<file path="src/rtl/dmem_arb_pkg.sv">
// Shared types and constants for the data-memory arbiter (dmem_arbiter).
package dmem_arb_pkg;
  typedef enum logic {IDLE, BURST} state_e;

  localparam logic        PORT_P0    = 1'b0;
  localparam logic        PORT_P1    = 1'b1;
  localparam logic [31:0] WORD_BYTES = 32'd4;
endpackage

</file>
<file path="src/rtl/dmem_arb_beat_ctr.sv">
// Burst sequencer for the p1 port: latches base/len on load and steps the word
// address once per issued beat, flagging the final beat.
module dmem_arb_beat_ctr
  import dmem_arb_pkg::*;
#(
  parameter int LEN_W = 5
) (
  input  logic             clk,
  input  logic             reset_n,
  input  logic             load,
  input  logic [31:0]      base,
  input  logic [LEN_W-1:0] len,
  input  logic             beat_issue,
  output logic [31:0]      beat_addr,
  output logic             last_beat,
  output logic             advance
);

  logic [31:0]      addr_q;
  logic [LEN_W-1:0] k_q;
  logic [LEN_W-1:0] len_q;
  logic             active_q;

  assign advance   = beat_issue && active_q;
  assign last_beat = active_q && (k_q == (len_q - LEN_W'(1)));
  assign beat_addr = addr_q;

  always_ff @(posedge clk or negedge reset_n) begin
    if (!reset_n) begin
      k_q      <= '0;
      len_q    <= '0;
      active_q <= 1'b0;
    end else if (load) begin
      k_q      <= '0;
      len_q    <= len;
      active_q <= (len != '0);
    end else if (advance) begin
      k_q <= k_q + LEN_W'(1);
      if (last_beat) active_q <= 1'b0;
    end
  end

  // Address is pure data: it is only observed while a burst is active.
  always_ff @(posedge clk) begin
    if (load)         addr_q <= base;
    else if (advance) addr_q <= addr_q + WORD_BYTES;
  end

endmodule

</file>
<file path="src/rtl/dmem_arbiter.sv">
// Single-port data memory arbiter between CPU port p0 and burst DMA port p1.
// Define DMEM_ARB_RR_EN for round-robin in IDLE; default is fixed p0 priority.
module dmem_arbiter
  import dmem_arb_pkg::*;
#(
  parameter int MAX_BURST = 16,
  parameter int LEN_W     = $clog2(MAX_BURST + 1)
) (
  input  logic             clk,
  input  logic             reset_n,
  input  logic             p0_req,
  input  logic             p0_we,
  input  logic [31:0]      p0_addr,
  input  logic [31:0]      p0_wdata,
  output logic             p0_gnt,
  output logic             p0_rvalid,
  output logic [31:0]      p0_rdata,
  input  logic             p1_req,
  input  logic             p1_we,
  input  logic [31:0]      p1_addr,
  input  logic [LEN_W-1:0] p1_len,
  output logic             p1_gnt,
  input  logic             p1_wvalid,
  input  logic [31:0]      p1_wdata,
  output logic             p1_wready,
  output logic             p1_rvalid,
  output logic [31:0]      p1_rdata,
  output logic             p1_done,
  output logic [31:0]      mem_addr,
  output logic [31:0]      mem_din,
  output logic             mem_read,
  output logic             mem_write,
  input  logic [31:0]      mem_dout,
  output logic             busy
);

  function automatic logic [LEN_W-1:0] clamp_len(input logic [LEN_W-1:0] l);
    if (l > LEN_W'(MAX_BURST)) return LEN_W'(MAX_BURST);
    return l;
  endfunction

  state_e           state_q, state_d;
  logic             burst_we_q;
  logic             p0_win, p1_win;
  logic             load, beat_issue, p0_rd, p1_rd, done_set;
  logic [LEN_W-1:0] len_clamped;
  logic [31:0]      beat_addr;
  logic             last_beat, advance;

  assign len_clamped = clamp_len(p1_len);
  assign beat_issue  = reset_n && (state_q == BURST) && (!burst_we_q || p1_wvalid);
  assign busy        = (state_q == BURST);

`ifdef DMEM_ARB_RR_EN
  logic last_gnt_q;

  always_comb begin
    p0_win = p0_req;
    p1_win = p1_req && !p0_req;
    if (p0_req && p1_req) begin
      p0_win = (last_gnt_q == PORT_P1);
      p1_win = (last_gnt_q == PORT_P0);
    end
  end

  always_ff @(posedge clk or negedge reset_n) begin
    if (!reset_n)    last_gnt_q <= PORT_P0;
    else if (p0_gnt) last_gnt_q <= PORT_P0;
    else if (p1_gnt) last_gnt_q <= PORT_P1;
  end
`else
  assign p0_win = p0_req;
  assign p1_win = p1_req && !p0_req;
`endif

  dmem_arb_beat_ctr #(.LEN_W(LEN_W)) u_beat_ctr (
    .clk        (clk),
    .reset_n    (reset_n),
    .load       (load),
    .base       (p1_addr),
    .len        (len_clamped),
    .beat_issue (beat_issue),
    .beat_addr  (beat_addr),
    .last_beat  (last_beat),
    .advance    (advance)
  );

  // Grant decode and memory-side mux; everything idles while reset_n is low.
  always_comb begin
    state_d   = state_q;
    p0_gnt    = 1'b0;
    p1_gnt    = 1'b0;
    p1_wready = 1'b0;
    mem_addr  = '0;
    mem_din   = '0;
    mem_read  = 1'b0;
    mem_write = 1'b0;
    load      = 1'b0;
    p0_rd     = 1'b0;
    p1_rd     = 1'b0;
    done_set  = 1'b0;
    if (reset_n) begin
      case (state_q)
        IDLE: begin
          if (p0_win) begin
            p0_gnt   = 1'b1;
            mem_addr = p0_addr;
            if (p0_we) begin
              mem_write = 1'b1;
              mem_din   = p0_wdata;
            end else begin
              mem_read = 1'b1;
              p0_rd    = 1'b1;
            end
          end else if (p1_win) begin
            p1_gnt = 1'b1;
            load   = 1'b1;
            if (len_clamped == '0) done_set = 1'b1;
            else                   state_d  = BURST;
          end
        end
        BURST: begin
          if (beat_issue) begin
            mem_addr = beat_addr;
            if (burst_we_q) begin
              mem_write = 1'b1;
              p1_wready = 1'b1;
              mem_din   = p1_wdata;
            end else begin
              mem_read = 1'b1;
              p1_rd    = 1'b1;
            end
          end
          if (advance && last_beat) begin
            state_d  = IDLE;
            done_set = 1'b1;
          end
        end
        default: state_d = IDLE;
      endcase
    end
  end

  // Response stage: read data and strobes one cycle after the access.
  always_ff @(posedge clk or negedge reset_n) begin
    if (!reset_n) begin
      state_q    <= IDLE;
      burst_we_q <= 1'b0;
      p0_rvalid  <= 1'b0;
      p0_rdata   <= '0;
      p1_rvalid  <= 1'b0;
      p1_rdata   <= '0;
      p1_done    <= 1'b0;
    end else begin
      state_q   <= state_d;
      p0_rvalid <= p0_rd;
      p1_rvalid <= p1_rd;
      p1_done   <= done_set;
      if (load)  burst_we_q <= p1_we;
      if (p0_rd) p0_rdata   <= mem_dout;
      if (p1_rd) p1_rdata   <= mem_dout;
    end
  end

endmodule
</file>
<file path="config.mk">
export PLATFORM = sky130hd
export DESIGN_NAME = dmem_arbiter
export DESIGN_NICKNAME = d
export VERILOG_FILES = /design/src/rtl/dmem_arb_pkg.sv /design/src/rtl/dmem_arb_beat_ctr.sv /design/src/rtl/dmem_arbiter.sv
export SDC_FILE = /design/constraint.sdc
export NUM_CORES = 1
export LEC_CHECK = 0
export CAP_MARGIN = 20
export CORE_UTILIZATION = 37
export CTS_CLUSTER_SIZE = 10
export DETAILED_ROUTE_END_ITERATION = 8
export PLACE_DENSITY = 0.78
export SYNTH_ARGS = -nofsm -noshare
export SYNTH_HDL_FRONTEND = slang
export SYNTH_HIERARCHICAL = 1
export SYNTH_SLANG_ARGS = --single-unit
</file>
<file path="constraint.sdc">
create_clock -name clk -period 2.6 [get_ports clk]
set_clock_uncertainty 0.15 [all_clocks]
set_input_delay 0.26 -clock clk [delete_from_list [all_inputs] [get_ports clk]]
set_output_delay 0.26 -clock clk [all_outputs]
set_load 0.01 [all_outputs]
</file>
## Word-level counts from Yosys, hierarchy flattened

Index checks and enable logic that the tools add are counted.

- Register bits after elaboration: 112
- Output and inout bits: 137
- Word-level logic and storage cells: 87

- Add/subtract/negate cells: 3
- $lt $le $gt $ge: 1
- Equal/unequal tests: 1
- Mux-type cells: 56
- Bitwise gates (word level): 1
- Reductions and logical operators: 14

Operators by type and width:

| operator | count |
|---|---|
| 32-bit two-way mux | 10 |
| 32-bit one-hot mux with 2 select lines | 2 |
| 1-bit two-way mux | 36 |
| 32-bit by 3-bit adder with 32-bit output, second input constant | 1 |
| 5-bit two-way mux | 4 |
| 1-bit one-hot mux with 2 select lines | 4 |
| 1-bit logical AND | 6 |
| 5-bit by 1-bit adder with 5-bit output, second input constant | 1 |
| 5-bit equality test | 1 |
| 5-bit > comparator, second input constant | 1 |
| 5-bit logical NOT | 1 |
| 5-bit nonzero test | 1 |
| 5-bit by 1-bit subtractor with 5-bit output, second input constant | 1 |
| 2-bit nonzero test | 2 |
| 1-bit logical NOT | 2 |
| 2-bit AND reduction | 1 |
| 1-bit logical OR | 1 |
| 1-bit inverter | 1 |

## Logic depth before layout (Yosys ltp)

Gate-level depths: netlist of the first run.

- Depth in word-level cells: 9
- Depth in mapped cells: 9
- Gate-level depth less buffers: 9

## Hierarchy

Netlist of the first run, hierarchy kept.

By module, submodules not included:

| module | times used | cells each | area an instance (um2) | seq. area each (um2) |
|---|---|---|---|---|
| dmem_arbiter | 1 | 289 | 3,558.4 | 1,726.7 |
| dmem_arb_beat_ctr | 1 | 263 | 2,542.4 | 1,236.2 |

## Worst setup path after synthesis of the first run

Ideal clock, no wire load.

- Path type: reg2reg
- Start point: reg state_q (netlist: busy)
- End point: reg u_beat_ctr.addr_q[10] (netlist: u_beat_ctr/beat_addr[10]), enable pin
- Data arrival time: 2,327 ps
- Required time: 2,063 ps
- Path slack: -264 ps
- Stages on the path, launching flop included: 7
- Path buffers: 3
- Cell sequence: dfrtp_1 > buf_4 > and4bb_2 > clkbuf_1 > clkinv_1 > clkbuf_1 > nand2_1

RTL lines:

| item | line | text |
|---|---|---|
| from (decl) | dmem_arbiter.sv:42 | `state_e state_q, state_d;` |
| from (signal assigned) | dmem_arbiter.sv:155 | `state_q <= state_d;` |
| 1-bit two-way mux (2 in series) | - |  |
| via p1_gnt | dmem_arbiter.sv:22 | `output logic p1_gnt,` |
| 2-bit nonzero test (no line) | - |  |
| to (signal assigned) | dmem_arb_beat_ctr.sv:45 | `if (load) addr_q <= base;` |
| to (signal assigned) | dmem_arb_beat_ctr.sv:46 | `else if (advance) addr_q <= addr_q + WORD_BYTES;` |
| to (decl) | dmem_arb_beat_ctr.sv:19 | `logic [31:0] addr_q;` |

The timed path passes the listed nets, and every way through them passes these cells.
A chain may end at the register's enable or synchronous reset.

## Worst setup path in the final report of the first run

- Start point: reg state_q (netlist: busy)
- End point: out mem_din[9]

- Cells in the longest elaborated chain, start to end: 5

Ends and longest elaborated chain:

| item | line | text |
|---|---|---|
| 1-bit logical AND (2 in series) | dmem_arbiter.sv:51 | `assign beat_issue = reset_n && (state_q == BURST) && (!burst_we_q \|\| p1_wvalid);` |
| 32-bit two-way mux | dmem_arbiter.sv:123 | `if (beat_issue) begin` |
| 32-bit one-hot mux with 2 select lines (*) | dmem_arbiter.sv:103 | `case (state_q)` |
| 32-bit two-way mux (*) | dmem_arbiter.sv:102 | `if (reset_n) begin` |
| to (decl) | dmem_arbiter.sv:30 | `output logic [31:0] mem_din,` |

Mark *: on every way between the ends. The rest lies on a longest branch, timed or not.

==> qor.yml, run 1 <==
finish:
  drive_gt1_share_pct: 13.6
  seq_area_um2: 2960
  fill_cells: 1382
  final_core_util_pct: 61.5
  finalNetCount: 1024
  area_growth_pct: 61.2
  multi_input_area_um2: 2880
critical_path:
  critPathMaxStageDelay_ps: 570
  crit_type: "flip-flop to output port"
  critPathMaxFanout: 17
  cp_slowest_cell: "clkdlybuf4s50_1"
  path_cells: "and3b_2 > buf_12 > a22oi_1 > nor2b_1 > clkdlybuf4s50_1"
  worst_setup_path_end_kind: "output port"
  worstPathRequired_ps: 2190
  start_kind: "flip-flop"
  arrival_ps: 2090
global_route:
  grtUsageMet1_pct: 28.5
  grt_util_met2_pct: 38.7
  grt_pass1_wl_um: 28300
  grt_pass1_vias: 5036
  grt-busiest-layer: "met2"
  grt_max_degree: 48
  grt_use_total_pct: 22.3
  antenna_found_initial: 0
  overflow: 0
  grt_util_met3_pct: 3.46
clock_tree:
  cts.sinks: 112
  cts_root_buf: "clkbuf_16"
  cts.htree.levels: 3
  clkTransAtPathRegs_ps: 80
  tritoncts: "done"
  clock_latency_ps: 350
  cts_setup_buffers: 0
  cts_buffer_depth: 2
  numCtsBuffers: 9
floorplanning:
  design.die.area_um2: 17000
  ios: 309
  die_h_um: 130
  start_util_pct: 38.1
  fp.dieW_um: 130
  coreArea_um2: 16000
  rows: 46
routing:
  drt_iter0_drc: 323
  drt_pass1_iterations: 4
  drt_wl_total_um: 20100
  via_per_inst: 5.20
  vias: 5574
  drc_errors: 0
  drt.antenna.violating_nets: 0
  wl_per_cell_um: 18.8
timing:
  period_minus_slack_ps: 2500
  maxSlewViolCount: 0
  finalCritPeriodShare_pct: 96.1
  hold_viol_final: 0
  tightest_slew_ps: 600
  rsz0062_at_grt: "false"
  relSlewSlack_pct: 59.9
  fmax_ghz: 0.400
  setup_violations: 0
  tns_ps: 0
logic_synthesis:
  syn_nets: 727
  ys_ff_latch: 112
  netlist.top_cell.by_area: "dfrtp_1"
  synth_edf_count: 32
  synth_warnings: 6
  synth_flop_cell: "dfrtp_1"
  syn_area_um2: 6100
  yosys.area_share.adder_pct: 0.615
  synth_xor_area_share_pct: 2.73
  synth_compound_area_share_pct: 14.4
  synth_top_family_by_area: "simple AND/OR/NAND/NOR gates"
  avgSynthCellArea_um2: 11.1
  yosysUniqueCellTypes: 46
  ys_seq_area_share_pct: 48.6
  synthTopCellsByArea: "dfrtp_1 (33%), edfxtp_1 (16%), mux2_2 (11%)"
  synth_top_area_share_pct: 32.8
  syn_inst: 552
  synth_mux_area_share_pct: 13.3
  synthSimpleGateAreaFrac_pct: 16.1
  synthArstFlopShare_pct: 71.4
power_and_ir_drop:
  p_switching_mw: 2.76
  internal_power_mw: 5.68
  ir_drop_uv: 508
  leakage_nw: 3.68
  pwr_density_cell_nw_per_um2: 859
  clockPowerShare_pct: 15.8
  power_frac_comb_pct: 47.2
  p_sw_share_pct: 32.7
  pwr-share-seq_pct: 36.9
placed_design:
  hpwl_um: 15300
  io_buffer_count: 308
  routabilityCongestion: 0.806
status:
  status: "finished, final reports clean"
job:
  maxCapViolations: 0
worst_hold_path:
  worst_hold_path_type: "input pin to asynchronous set/reset pin"
worst max-delay path, delay by kind of cell, from the launching register on:
family                 cells  cell delay, ps
buffers and inverters      2             730
DFF                        1             460
AOI/OAI and AO/OA          1              90
and+or+nand+nor            2             450
metrics by stage:
stage	hold WS, ps	cells	worst slack, ps	area [µm²]	total power, mW
2_1_floorplan	-186	552	6.70	6100	4.93
3_3_place_gp	-31.3	1051	161	9480	7.05
3_5_place_dp	-30.2	1051	140	9480	7.15
4_1_cts	52.5	1069	13.1	9800	8.52
5_1_grt	70.6	1070	19.1	9830	8.90
6_report	47.3	1071	103	9830	8.45
power by group through the flow:
stage / Sequential, mW / Clock, mW / Combinational, mW
6_report: 3.12 / 1.34 / 3.99
3_5_place_dp: 3.15 / 0 / 4.00
3_3_place_gp: 3.12 / 0 / 3.93
5_1_grt: 3.22 / 1.44 / 4.24
4_1_cts: 3.12 / 1.38 / 4.02
2_1_floorplan: 3.31 / 0 / 1.62
final cells by class:
| type | count | area share, % |
|---|---|---|
| well taps | 216 | 2.75 |
| flip-flops and latches | 112 | 30.1 |
| repair buffers | 332 | 34.5 |
| multi-input cells | 384 | 29.3 |
| clock inverters | 6 | 0.509 |
| clock buffers | 10 | 2.33 |
| inverters | 10 | 0.382 |
| diodes | 1 | 0.0254 |
layer usage:
metal / part of all wire, % / wire (µm) / vias to the layer above
li1: - / - / 2653
met2: 51 / 10300 / 191
met4: 1.7 / 348 / 0
met3: 5.9 / 1180 / 22
met5: 0 / 0 / -
met1: 41 / 8260 / 2708
kinds of logic after synthesis:
logic type	after synthesis
simple gates	174
compound gates	119
flops	112
mux	69
buf+inv	56
xor+xnor	19
fa+ha+maj	3
layout by cell type (no fill, tap or decap), types with 5 or more instances in the layout:
| master | synthesis | final |
|---|---|---|
| a22o_1 | 28 | 28 |
| a22oi_1 | 31 | 31 |
| a31oi_1 | 13 | 13 |
| a32oi_1 | 5 | 5 |
| and2_1 | 6 | 6 |
| buf_12 | 0 | 7 |
| buf_4 | 3 | 15 |
| clkbuf_16 | 0 | 10 |
| clkdlybuf4s50_1 | 0 | 304 |
| dfrtp_1 | 80 | 79 |
| edfxtp_1 | 32 | 32 |
| inv_1 | 8 | 8 |
| mux2_2 | 60 | 60 |
| mux2_4 | 9 | 9 |
| nand2_1 | 33 | 32 |
| nand2b_1 | 8 | 7 |
| nand3_1 | 16 | 16 |
| nand4_1 | 9 | 9 |
| nor2_1 | 18 | 18 |
| nor2b_1 | 43 | 43 |
| nor3_1 | 5 | 5 |
| o21ai_0 | 18 | 18 |
| o31a_1 | 7 | 7 |
| o31ai_1 | 9 | 9 |
| or4_1 | 14 | 14 |
| xnor2_1 | 10 | 10 |
| xor2_1 | 9 | 9 |
synthesized netlist by cell type, types with 5 or more instances:
| cell type | n |
|---|---|
| and2_1 | 6 |
| a22o_1 | 28 |
| xor2_1 | 9 |
| nand2_1 | 33 |
| nor2_1 | 18 |
| or4_1 | 14 |
| nor3_1 | 5 |
| a32oi_1 | 5 |
| xnor2_1 | 10 |
| o31ai_1 | 9 |
| edfxtp_1 | 32 |
| nor2b_1 | 43 |
| nand2b_1 | 8 |
| clkbuf_1 | 27 |
| inv_1 | 8 |
| nand4_1 | 9 |
| a22oi_1 | 31 |
| o21ai_0 | 18 |
| buf_2 | 10 |
| mux2_2 | 60 |
| mux2_4 | 9 |
| dfrtp_1 | 80 |
| nand3_1 | 16 |
| a31oi_1 | 13 |
| o31a_1 | 7 |
sequential cells by signal (all words and copies together) (netlist names):
name	count
p0_rdata	32
u_beat_ctr/k_q	5
u_beat_ctr/len_q	5
p1_rdata	32
u_beat_ctr/active_q	1
p1_done	1
p1_rvalid	1
busy	1
burst_we_q	1
u_beat_ctr/beat_addr	32
p0_rvalid	1
path summary, 6_finish.rpt:
path	from	cells past startpoint	end	slack, ps
hold reg to reg	p1_rdata[8]	1	p1_rdata[8]	360
setup reg to reg	u_beat_ctr/beat_addr[3]	6	u_beat_ctr/beat_addr[26]	250
max in group asynchronous	reset_n	2	burst_we_q	1910
min in group clk	p1_rdata[8]	1	p1_rdata[8]	360
hold / removal	reset_n	3	p1_rdata[10]	50
setup / recovery	busy	5	mem_din[9]	100
timing repair:
action / 4_1_cts / 5_1_grt
hold endpoints to repair: 48 / 0
setup endpoints to repair: 0 / 26
gates resized for setup: 0 / 5
hold buffers: 2 / 0
(Power assumes the default switching activity.)
==> run 2, diff against run 1 <==
Settings changed: ABC_AREA set to 1, CORE_UTILIZATION 37 to 38, SKIP_LAST_GASP set to 1.
==> qor.yml, run 2 <==
finish:
  area_growth_pct: 54.3
  finalNetCount: 1375  # +34%
  final_core_util_pct: 59.7  # -1.7 points
  fin_cells: 1429  # +33%
  layout_common_cells: "nand2_1 (388), clkdlybuf4s50_1 (301), dfrtp_1 (79)"
  drive_gt1_share_pct: 6.15  # -7.4 points
  final_common_cell: "nand2_1"
  diodes: 0  # -1
  fin_area_um2: 10300  # +4.4%
logic_synthesis:
  synthTopCellsByArea: "dfrtp_1 (30%), nand2_1 (22%), edfxtp_1 (14%)"
  synth_top_area_share_pct: 30.1  # -2.7 points
  ys_seq_area_share_pct: 44.6  # -4.0 points
  synth_common_cells: "nand2_1 (388), dfrtp_1 (80), inv_1 (69)"
  ys_ff_latch: 112  # unchanged
  netlist.top_cell.by_area: "dfrtp_1"
  synth_edf_count: 32  # unchanged
  synth_flop_cell: "dfrtp_1"
  avgSynthCellArea_um2: 7.30  # -34%
  syn_area_um2: 6650  # +9.0%
  synth_most_common_cell: "nand2_1"
  syn_nets: 1086  # +49%
  syn_inst: 911  # +65%
  synthArstFlopShare_pct: 71.4  # unchanged
  yosysUniqueCellTypes: 31  # -33%
  synth_warnings: 6  # unchanged
global_route:
  antenna_found_initial: 0  # unchanged
  overflow: 0  # unchanged
  grt_pass1_vias: 6649  # +32%
  grt_max_degree: 81  # +69%
  grt_pass1_wl_um: 34800  # +23%
  grt_use_total_pct: 24.6  # +2.3 points
critical_path:
  arrival_ps: 2120  # +30 ps
  critPathMaxFanout: 33  # +16
  path_cells: "inv_2 > nand2_2 > nor2_4 > buf_12 > nand2_1 > a21oi_1 > clkdlybuf4s50_1"
  ff2ff_setup_slack_ps: 510  # +260 ps
  path_buf_inv: 3  # +1
  worstPathRequired_ps: 2190  # about the same
  worst_setup_path_end_kind: "output port"
  cp_top_family: "buffers and inverters"
  cp_slowest_cell: "clkdlybuf4s50_1"
  critPathMaxStageDelay_ps: 570  # about the same
  start_kind: "flip-flop"
  crit_type: "flip-flop to output port"
timing:
  relSlewSlack_pct: 54.0  # -5.9 points
  fmax_ghz: 0.396  # -1.2%
  hold_viol_final: 0  # unchanged
  finalHoldWorstSlack_ps: 108  # +60.9 ps
  setup_violations: 0  # unchanged
  rsz0062_at_grt: "false"
  tightest_slew_ps: 689  # +89.6 ps
  finalCritPeriodShare_pct: 97.2  # +1.2 points
  tns_ps: 0  # unchanged
  setup_slack_ps: 72.5  # -30.1 ps
  period_minus_slack_ps: 2530  # +30.1 ps
  maxSlewViolCount: 0  # unchanged
routing:
  via_per_inst: 4.84  # -7.0%
  drt_pass1_iterations: 5  # +1
  drt_wl_total_um: 22000  # +9.4%
  wl_per_cell_um: 15.4  # -18%
  drt.antenna.violating_nets: 0  # unchanged
  drt_iter0_drc: 466  # +44%
  drc_errors: 0  # unchanged
  vias: 6920  # +24%
power_and_ir_drop:
  internal_power_mw: 5.14  # -9.5%
  power_frac_comb_pct: 46.0  # -1.2 points
  clockPowerShare_pct: 16.5  # +0.7 points
  pwr-share-seq_pct: 37.4  # +0.5 points
  p_sw_share_pct: 37.5  # +4.8 points
  pwr_density_cell_nw_per_um2: 803  # -6.6%
  leakage_nw: 4.51  # +22%
  p_total_mw: 8.24  # -2.5%
  p_switching_mw: 3.09  # +12%
  ir_drop_uv: 723  # +42%
placed_design:
  hpwl_um: 16700  # +9.2%
  io_buffer_count: 308  # unchanged
  placed_cells: 1411  # +34%
  routabilityCongestion: 0.902  # +12%
  place_area_um2: 9910  # +4.6%
  place_ws_ps: 179  # +38.7 ps
clock_tree:
  clock_latency_ps: 350  # about the same
  cts_root_buf: "clkbuf_16"
  tritoncts: "done"
  cts_buffer_depth: 2  # unchanged
  clkTransAtPathRegs_ps: 70  # about the same
  cts.htree.levels: 3  # unchanged
  cts.sinks: 112  # unchanged
  cts_setup_buffers: 0  # unchanged
  numCtsBuffers: 9  # unchanged
floorplanning:
  coreArea_um2: 17200  # +7.4%
  design.die.area_um2: 18000  # +6.0%
  fp.dieW_um: 134  # +3.0%
  die_h_um: 134  # +3.0%
  start_util_pct: 38.7  # +0.59 points
  rows: 48  # +4.3%
  ios: 309  # unchanged
status:
  status: "finished, final reports clean"
job:
  maxCapViolations: 0  # unchanged
worst_hold_path:
  worst_hold_path_type: "input pin to flip-flop"
## run 2: what timing repair did
item / 4_1_cts / 5_1_grt
hold endpoints to repair: 1 / 9
setup endpoints to repair: 0 / 18
resized for setup: 0 / 7
hold buffers: 1 / 1
## run 2: routing by layer
layer | track usage, % | part of all wire (%) | vias to the layer above
li1 | - | - | 3496
met5 | 0 | 0 | -
met1 | 31.4 | 42 | 3156
met2 | 39.9 | 47 | 250
met3 | 9.94 | 10 | 18
met4 | 3.50 | 0.72 | 0
## run 2: worst reg2reg max path, cell delays in order, from the launching register on
cell	delay, ps
edfxtp_1	560
ha_1	330
inv_1	130
nor3_2	350
nand2_1	100
nand2_1	60
nand2_1	60
nand2_1	50
nand2_1	60
## run 2: worst paths after layout
check | endpoint | cells after the start | from
worst min register to register | p0_rdata[12] | 2 | p0_rdata[12]
worst max-delay path | mem_din[2] | 7 | busy
worst min-delay path | burst_we_q | 4 | reset_n
max in group asynchronous | busy | 4 | reset_n
worst max register to register | u_beat_ctr/beat_addr[24] | 8 | u_beat_ctr/beat_addr[2]
min in group asynchronous | burst_we_q | 2 | reset_n
## run 2: layout make-up
cell class / count / area [µm²]
multi-input combinational: 678 / 3130
clock buffer: 9 / 225
sequential: 112 / 2960
timing repair buffer: 326 / 3330
fill: 1555 / 6910
clock inverter: 6 / 60.1
inverter: 73 / 274
tap: 225 / 282
## run 2: power by group through the flow
stage / clock [mW] / sequential, mW / combinational (mW)
6_report: 1.36 / 3.08 / 3.79
5_1_grt: 1.46 / 3.18 / 4.20
4_1_cts: 1.42 / 3.09 / 3.81
3_5_place_dp: 0 / 3.09 / 3.78
3_3_place_gp: 0 / 3.08 / 3.72
2_1_floorplan: 0 / 3.22 / 1.62
## run 2: logic make-up (layout without fill, tap and decap cells)
family | Yosys count | count (layout) | share of synthesized area [%]
xor+xnor | 9 | 9 | 1.19
buf+inv | 121 | 414 | 8.43
simple gates | 529 | 529 | 34.2
fa+ha+maj | 3 | 3 | 0.565
flops | 112 | 112 | 44.6
compound gates | 137 | 137 | 11.1
